$ cat config.mk
export PLATFORM = sky130hd
export DESIGN_NAME = tmds_encoder_multi
export DESIGN_NICKNAME = d
export VERILOG_FILES = /design/src/rtl/tmds_encoder_multi.sv
export SDC_FILE = /design/constraint.sdc
export NUM_CORES = 1
export LEC_CHECK = 0
export ABC_AREA = 1
export BUFFER_PORTS_ARGS = -buffer_cell sky130_fd_sc_hd__buf_4
export CAP_MARGIN = 30
export CORE_MARGIN = 2
export CORE_UTILIZATION = 44
export CTS_BUF_LIST = sky130_fd_sc_hd__clkbuf_8 sky130_fd_sc_hd__clkbuf_16
export CTS_CLUSTER_DIAMETER = 80
export CTS_CLUSTER_SIZE = 40
export DETAILED_ROUTE_END_ITERATION = 10
export PLACE_DENSITY = 0.66
export SLEW_MARGIN = 10
export SYNTH_ARGS = -nofsm -noshare
export SYNTH_HDL_FRONTEND = slang
export SYNTH_SLANG_ARGS = --single-unit
$ cat constraint.sdc
create_clock -name clk -period 2 [get_ports clk]
set_input_delay 0.1 -clock clk [delete_from_list [all_inputs] [get_ports clk]]
set_output_delay 0.1 -clock clk [all_outputs]
set_load 0.01 [all_outputs]
$ cat src/rtl/tmds_encoder_multi.sv
// Multi-lane TMDS encoder: DVI video 8b/10b with running disparity, control,
// TERC4 and guard-band symbols, with an optional extra pipeline stage.
module tmds_encoder_multi #(
    parameter int NUM_CH      = 3,
    parameter int PIPE_STAGES = 1
) (
    input  logic                  clk,
    input  logic                  rst_n,
    input  logic [1:0]            mode,
    input  logic                  gb_video,
    input  logic [8*NUM_CH-1:0]   vd,
    input  logic [2*NUM_CH-1:0]   cd,
    input  logic [4*NUM_CH-1:0]   terc,
    output logic [10*NUM_CH-1:0]  tmds,
    output logic [5*NUM_CH-1:0]   disp
);

    localparam logic [1:0] MODE_CTRL  = 2'd0;
    localparam logic [1:0] MODE_VIDEO = 2'd1;
    localparam logic [1:0] MODE_TERC4 = 2'd2;
    localparam logic [1:0] MODE_GUARD = 2'd3;

    localparam logic [9:0] GB_EVEN = 10'b1011001100;
    localparam logic [9:0] GB_ODD  = 10'b0100110011;

    function automatic logic [3:0] count_ones8(input logic [7:0] d);
        logic [3:0] n;
        n = 4'd0;
        for (int k = 0; k < 8; k++) begin
            n = n + {3'b000, d[k]};
        end
        return n;
    endfunction

    // Transition-minimising stage: XOR or XNOR chain, bit 8 records which.
    function automatic logic [8:0] make_qm(input logic [7:0] d);
        logic [3:0] n;
        logic       sel;
        logic [8:0] q;
        n    = count_ones8(d);
        sel  = (n > 4'd4) || ((n == 4'd4) && !d[0]);
        q    = 9'd0;
        q[0] = d[0];
        for (int k = 1; k < 8; k++) begin
            q[k] = q[k-1] ^ d[k] ^ sel;
        end
        q[8] = ~sel;
        return q;
    endfunction

    function automatic logic [9:0] ctrl_code(input logic [1:0] c);
        logic [9:0] s;
        case (c)
            2'b00:   s = 10'b1101010100;
            2'b01:   s = 10'b0010101011;
            2'b10:   s = 10'b0101010100;
            default: s = 10'b1010101011;
        endcase
        return s;
    endfunction

    function automatic logic [9:0] terc4_code(input logic [3:0] t);
        logic [9:0] s;
        case (t)
            4'd0:    s = 10'b1010011100;
            4'd1:    s = 10'b1001100011;
            4'd2:    s = 10'b1011100100;
            4'd3:    s = 10'b1011100010;
            4'd4:    s = 10'b0101110001;
            4'd5:    s = 10'b0100011110;
            4'd6:    s = 10'b0110001110;
            4'd7:    s = 10'b0100111100;
            4'd8:    s = 10'b1011001100;
            4'd9:    s = 10'b0100111001;
            4'd10:   s = 10'b0110011100;
            4'd11:   s = 10'b1011000110;
            4'd12:   s = 10'b1010001110;
            4'd13:   s = 10'b1001110001;
            4'd14:   s = 10'b0101100011;
            default: s = 10'b1011000011;
        endcase
        return s;
    endfunction

    logic [1:0]          s_mode;
    logic                s_gb;
    logic [2*NUM_CH-1:0] s_cd;
    logic [4*NUM_CH-1:0] s_terc;

    generate
        if (PIPE_STAGES == 2) begin : g_side_stage
            logic [1:0]          mode_q;
            logic                gb_q;
            logic [2*NUM_CH-1:0] cd_q;
            logic [4*NUM_CH-1:0] terc_q;

            // Side data is delayed alongside q_m so every lane sees a consistent symbol.
            always_ff @(posedge clk or negedge rst_n) begin
                if (!rst_n) begin
                    mode_q <= '0;
                    gb_q   <= 1'b0;
                    cd_q   <= '0;
                    terc_q <= '0;
                end else begin
                    mode_q <= mode;
                    gb_q   <= gb_video;
                    cd_q   <= cd;
                    terc_q <= terc;
                end
            end

            assign s_mode = mode_q;
            assign s_gb   = gb_q;
            assign s_cd   = cd_q;
            assign s_terc = terc_q;
        end else begin : g_side_direct
            assign s_mode = mode;
            assign s_gb   = gb_video;
            assign s_cd   = cd;
            assign s_terc = terc;
        end
    endgenerate

    generate
        for (genvar i = 0; i < NUM_CH; i++) begin : g_lane
            localparam logic [9:0] GB_VID_SYM = (i % 2 == 0) ? GB_EVEN : GB_ODD;
            localparam bit         IS_LANE0   = (i == 0);

            logic [8:0]        qm_c;
            logic [8:0]        qm_s;
            logic [3:0]        n1_c;
            logic [3:0]        n1_s;
            logic signed [5:0] cnt;
            logic signed [5:0] diff;
            logic signed [5:0] cnt_nx;
            logic [9:0]        sym_d;
            logic [9:0]        sym_q;
            logic [4:0]        disp_d;
            logic [4:0]        disp_q;

            assign qm_c = make_qm(vd[8*i +: 8]);
            assign n1_c = count_ones8(qm_c[7:0]);

            if (PIPE_STAGES == 2) begin : g_qm_stage
                logic [8:0] qm_q;
                logic [3:0] n1_q;

                always_ff @(posedge clk or negedge rst_n) begin
                    if (!rst_n) begin
                        qm_q <= '0;
                        n1_q <= '0;
                    end else begin
                        qm_q <= qm_c;
                        n1_q <= n1_c;
                    end
                end

                assign qm_s = qm_q;
                assign n1_s = n1_q;
            end else begin : g_qm_direct
                assign qm_s = qm_c;
                assign n1_s = n1_c;
            end

            // Disparity stage: the register holding disp is also the running count.
            always_comb begin
                cnt    = {disp_q[4], disp_q};
                diff   = $signed({1'b0, n1_s, 1'b0}) - 6'sd8;
                cnt_nx = 6'sd0;
                sym_d  = 10'd0;
                case (s_mode)
                    MODE_VIDEO: begin
                        if ((cnt == 6'sd0) || (n1_s == 4'd4)) begin
                            sym_d  = {~qm_s[8], qm_s[8], qm_s[8] ? qm_s[7:0] : ~qm_s[7:0]};
                            cnt_nx = qm_s[8] ? (cnt + diff) : (cnt - diff);
                        end else if (((cnt > 6'sd0) && (n1_s > 4'd4)) ||
                                     ((cnt < 6'sd0) && (n1_s < 4'd4))) begin
                            sym_d  = {1'b1, qm_s[8], ~qm_s[7:0]};
                            cnt_nx = cnt + (qm_s[8] ? 6'sd2 : 6'sd0) - diff;
                        end else begin
                            sym_d  = {1'b0, qm_s[8], qm_s[7:0]};
                            cnt_nx = cnt - (qm_s[8] ? 6'sd0 : 6'sd2) + diff;
                        end
                    end
                    MODE_CTRL: begin
                        sym_d = ctrl_code(s_cd[2*i +: 2]);
                    end
                    MODE_TERC4: begin
                        sym_d = terc4_code(s_terc[4*i +: 4]);
                    end
                    MODE_GUARD: begin
                        if (s_gb) begin
                            sym_d = GB_VID_SYM;
                        end else if (IS_LANE0) begin
                            sym_d = terc4_code(s_terc[4*i +: 4]);
                        end else begin
                            sym_d = GB_ODD;
                        end
                    end
                    default: begin
                        sym_d = 10'd0;
                    end
                endcase
                disp_d = cnt_nx[4:0];
            end

            always_ff @(posedge clk or negedge rst_n) begin
                if (!rst_n) begin
                    sym_q  <= '0;
                    disp_q <= '0;
                end else begin
                    sym_q  <= sym_d;
                    disp_q <= disp_d;
                end
            end

            assign tmds[10*i +: 10] = sym_q;
            assign disp[5*i +: 5]   = disp_q;
        end
    endgenerate

endmodule

* Yosys cells after proc, flatten, opt, wreduce, memory -nomap -nowiden
Memories as Yosys holds them, arrays and structs flattened. Index checks and enable logic that the tools add are counted.
Operators by class: add/subtract/negate cells 63, shift operators 0, eq/ne operators 15, div/mod/pow operators 0, mux-type cells 35, bitwise operators 48, reduce and logical (&&, ||, !) cells 28, magnitude comparators 15, multiply operators 0
Operator list (count):
- $pmux W10 S4 | 3
- $add A4 B1 Y4 | 24
- $pmux W10 S3 | 3
- $mux W10 | 8
- $mux W5 | 12
- $xor A1 B1 Y1 | 42
- $add A5 B5 Y5 | 6
- $sub A5 B5 Y5 | 6
- $add A3 B1 Y4 | 6
- $eq A4 B3 Y1 const B | 6
- $gt A4 B3 Y1 const B | 6
- $mux W8 | 3
- $not A8 Y8 | 3
- $add A2 B1 Y3 | 6
- $logic_not A6 Y1 | 3
- $add A5 B3 Y5 | 3
- $gt A5 B1 Y1 const B | 3
- $lt A5 B1 Y1 const B | 3
- $sub A5 B3 Y5 | 3
- $sub A5 B4 Y5 const B | 3
- $add A1 B1 Y2 | 6
- $lt A4 B3 Y1 const B | 3
- $mux W2 | 6
- $eq A2 B2 Y1 const B | 5
- other kinds (6) | 32
Storage, ports and cells: logic and storage cells 214, register bits 45, ROM bits 640, memories 4, bits in writable memories 0, output and inout bits 45, input bits 47, latch bits 0
Memory list:
- (no name shown) | depth 16, bits a word 10, read ports 1, clocked after memory_dff 0, write ports 0, RTL line 64 | case (t)
- (no name shown) | depth 16, bits a word 10, read ports 1, clocked after memory_dff 0, write ports 0, RTL line 64
- (no name shown) | depth 16, bits a word 10, read ports 1, clocked after memory_dff 0, write ports 0, RTL line 64
- (no name shown) | depth 16, bits a word 10, read ports 1, clocked after memory_dff 0, write ports 0, RTL line 64

* Longest topological paths before layout
depth in word-level cells 30, gate-level depth with buffers 43, mapped depth without buffers 43

* Least setup slack after synthesis
OpenSTA, ideal clock, no wires.
kind input port to flip-flop, start input port vd[0], end register g_lane[0].disp_q[4], setup slack -5166 ps, path buffers 1, required time 1923 ps, setup time 77 ps, arrival 7089 ps, stages on the path 31, cells stage by stage inv_1 fa_1 fa_1 fa_1 inv_1 ha_1 fa_1 nand3b_1 nand2_2 nand2_4 clkbuf_1 xor2_1 fa_1 fa_1 inv_1 fa_1 ha_1 inv_1 fa_1 ha_1 inv_1 o21ai_0 inv_1 ha_1 nand2_1 o21ai_0 xor2_1 a21oi_1 o21ai_0 nand2_1 a21oi_1
On the way: cells in the longest elaborated chain, start to end 30, elaborated cells on any way between the ends 53, classes of those cells 21 x add/sub; 3 x order compare; 2 x eq/ne; 6 x mux; 14 x bitwise; 7 x reduce/logical
Ends and longest elaborated chain:
- start, declared | RTL line 11 | input logic [8*NUM_CH-1:0] vd,
- parallel branches: the longest is 28 deep, another holds $add A3 B1 Y4
- $mux W5 * | RTL line 173 | if ((cnt == 6'sd0) || (n1_s == 4'd4)) begin
- $mux W5 * | RTL line 171 | case (s_mode)
- via g_lane[0].cnt_nx[4] | RTL line 135 | logic signed [5:0] cnt_nx;
- end signal, assigned | RTL line 213 | disp_q <= disp_d;
- end, declared | RTL line 139 | logic [4:0] disp_q;
Mark *: on every way through the listed nets, which the timed path passes.

* Worst setup path in the final report
start input port vd[19], end register g_lane[2].disp_q[4]
On the way: cells in the longest elaborated chain, start to end 28, elaborated cells on any way between the ends 49, classes of those cells 19 x add/sub; 3 x order compare; 2 x eq/ne; 6 x mux; 13 x bitwise; 6 x reduce/logical
Ends and longest elaborated chain (RTL line):
- parallel branches: the longest is 26 deep, another holds $add A3 B1 Y4
- $mux W5 * | 173
- $mux W5 * | 171
- via g_lane[2].cnt_nx[4] | 135
- end signal, assigned | 213
- end, declared | 139
Marked as above.

==> results.tsv <==
metric	value	unit
drt total wl	21900	um
commonest cells in the netlist	inv_1 (176), nand2_1 (163), ha_1 (91)	
Setup-failing EPs final	42	
Fillers	1191	
fin worst setup slack	-4840	ps
GR Util All Layers	25.7	%
Root Driver	clkbuf_16	
Hold Crit Class	in2reg	
Antenna diodes	0	
share of cells above drive strength 1	47.8	%
Netlist cell types	46	
largest cells by area after synthesis	ha_1 (17%), dfrtp_1 (15%), fa_1 (11%)	
Core Area	15200	sq um
largest net degree at the start of global routing	43	
Critical Path Max Stage Delay	570	ps
Cells after Synth	944	
DRT iter0 DRCs	445	
failing checks	setup timing	
initial antenna violation count	0	
min Tclk post-route	6840	ps
skew final	2.43	ps
CTS tree	built	
number of nets in the layout	1451	
clock sink total	42	
nature of the critical path startpoint	input port	
synthesis-stage register bit count	42	
Worst EP required	2180	ps
Max Freq	146	MHz
final worst-path cycle share	342	%
post-route ant nets	0	
Syn Area/Cell	7.27	sq um
post-DP HPWL	16400	um
grt ovf	0	
die width	129	um
max-slew violations	0	
CP max stage cell	fa_2	
IO buf count	88	
DR WL/cell	15.0	um
FP Rows	45	
Fin Hold WS	139	ps
register area share after synthesis	15.3	%
Layout Area Growth over Synthesis	61.3	%
first-pass GRT wire length	34200	um
Post-synth ARST share	100	%
TritonCTS Buffers	5	
outcome	complete, but fails checks	
RSZ-0062 raised after global routing	true	
Clock Latency Late Sink	300	ps
final hold vios	0	
Crit path arrival time	7020	ps
die area	16600	sq um
max cap viols	0	
count leader, synth	inv_1	
Post-Syn Area	6860	sq um
CP Max Fanout	3	
EDFF count, synth	0	
Critical Path End Type	flop	
ys flop type	dfrtp_1	
Final Wtd Congestion	0.927	
Rel. slew slack	58.6	%
H-tree depth	2	
Clock Pin Slew Worst Setup and Hold Paths	60	ps
Top-Level Pins	92	
Die Span Y	129	um
Synth top area share	16.6	%
CP Class	in2reg	
YS warnings	0	
drc violations	0	
vias per std cell	5.15	
Max Root-Sink Buffers	2	
worst slew pin tran	622	ps
TritonRoute pass-1 iters	6	
Via Count	7523	
Starting Density	45.1	%
setup slack, reg-to-reg	-130	ps
Yosys top cell by area	ha_1	
vias in the first global route	7209	
-- timing repair --
| item | in CTS | in global routing |
|---|---|---|
| endpoints found under the setup margin | 42 | 42 |
| resized for setup | 92 | 91 |
| pin swaps | 73 | 50 |
| setup buffers | 28 | 23 |
| cloned | 0 | 0 |
| hold buffers | 1 | 0 |
| hold endpoints to repair | 42 | 0 |
-- sequential cells by signal, indices dropped and copies added, names as in the netlist --
signal and flops:
g_lane.disp_q 12, g_lane.sym_q 30
-- area by class of cell --
cell class | instances | area (sq um) | share of cell area, %
Clock buffer | 5 | 125 | 1.13
Clock inverter | 2 | 10.0 | 0.0904
Inverter | 185 | 738 | 6.67
Multi-Input combinational cell | 700 | 6170 | 55.7
Sequential cell | 42 | 1050 | 9.49
Tap cell | 188 | 235 | 2.12
Timing Repair Buffer | 340 | 2740 | 24.8
-- placed cells by master, fill, tap and decap left out, drive strengths merged, types with 2 or more instances in the layout --
cell     instances
o221ai           4
nor3b            2
a32oi            3
xor2            28
o31ai            2
o21ai           69
inv            181
nor2            41
o211ai          18
a22oi            5
fa              39
buf            339
dfrtp           42
o2111ai          5
a211oi           7
a21oi           49
a31oi            3
nand3           98
xnor2           11
ha              91
clkbuf           5
clkinv           5
nand2          195
o22ai            3
or2              9
conb             3
nor3             5
-- per-layer routing --
metal	GRT usage [%]	routed length, um	vias to the layer above
met5	0	0	-
met4	7.54	577	0
met3	4.12	918	42
met2	43.1	10800	211
met1	34.2	9550	3549
li1	-	-	3721
-- cells by family after synthesis --
| family | synth area share, % |
|---|---|
| AO/OA/AOI/OAI | 15.4 |
| XOR/XNOR | 5.20 |
| adder cells (fa/ha/maj) | 28.0 |
| buffers and inverters | 11.6 |
| flip-flops | 15.3 |
| other | 0.0547 |
| AND/OR/NAND/NOR | 24.5 |
-- through the flow --
step	util [%]	cell area [sq um]	worst slack, ps	TNS (ps)	instances
6_report	72.8	11100	-4840	-178850	1462
5_1_grt	72.8	11100	-5170	-189720	1462
4_1_cts	69.0	10500	-4680	-173900	1440
3_5_place_dp	64.0	9730	-5140	-193240	1406
3_3_place_gp	64.0	9730	-5010	-188710	1406
2_1_floorplan	-	7440	-4830	-175010	946
-- final timing paths --
check,end,start,depth (start not counted)
worst max-delay path,g_lane[2].disp_q[4]$_DFF_PN0_,vd[19],42
worst min-delay path,g_lane[0].sym_q[6]$_DFF_PN0_,mode[1],3
worst max register to register,g_lane[2].disp_q[4]$_DFF_PN0_,g_lane[2].disp_q[1]$_DFF_PN0_,10
worst min register to register,g_lane[1].disp_q[1]$_DFF_PN0_,g_lane[1].disp_q[1]$_DFF_PN0_,3
max in group asynchronous,g_lane[1].sym_q[7]$_DFF_PN0_,rst_n,2
min in group asynchronous,g_lane[2].sym_q[2]$_DFF_PN0_,rst_n,2
-- critical path: cells and delay by family --
family          cells  cell delay (ps)
xor+xnor            1              230
compound gates      5              590
fa+ha+maj          11             4410
simple gates       17             1290
buf+inv             8              420
Power is not shown: default switching activity piles up to over one toggle a cycle in this logic, so the estimate is an artifact.
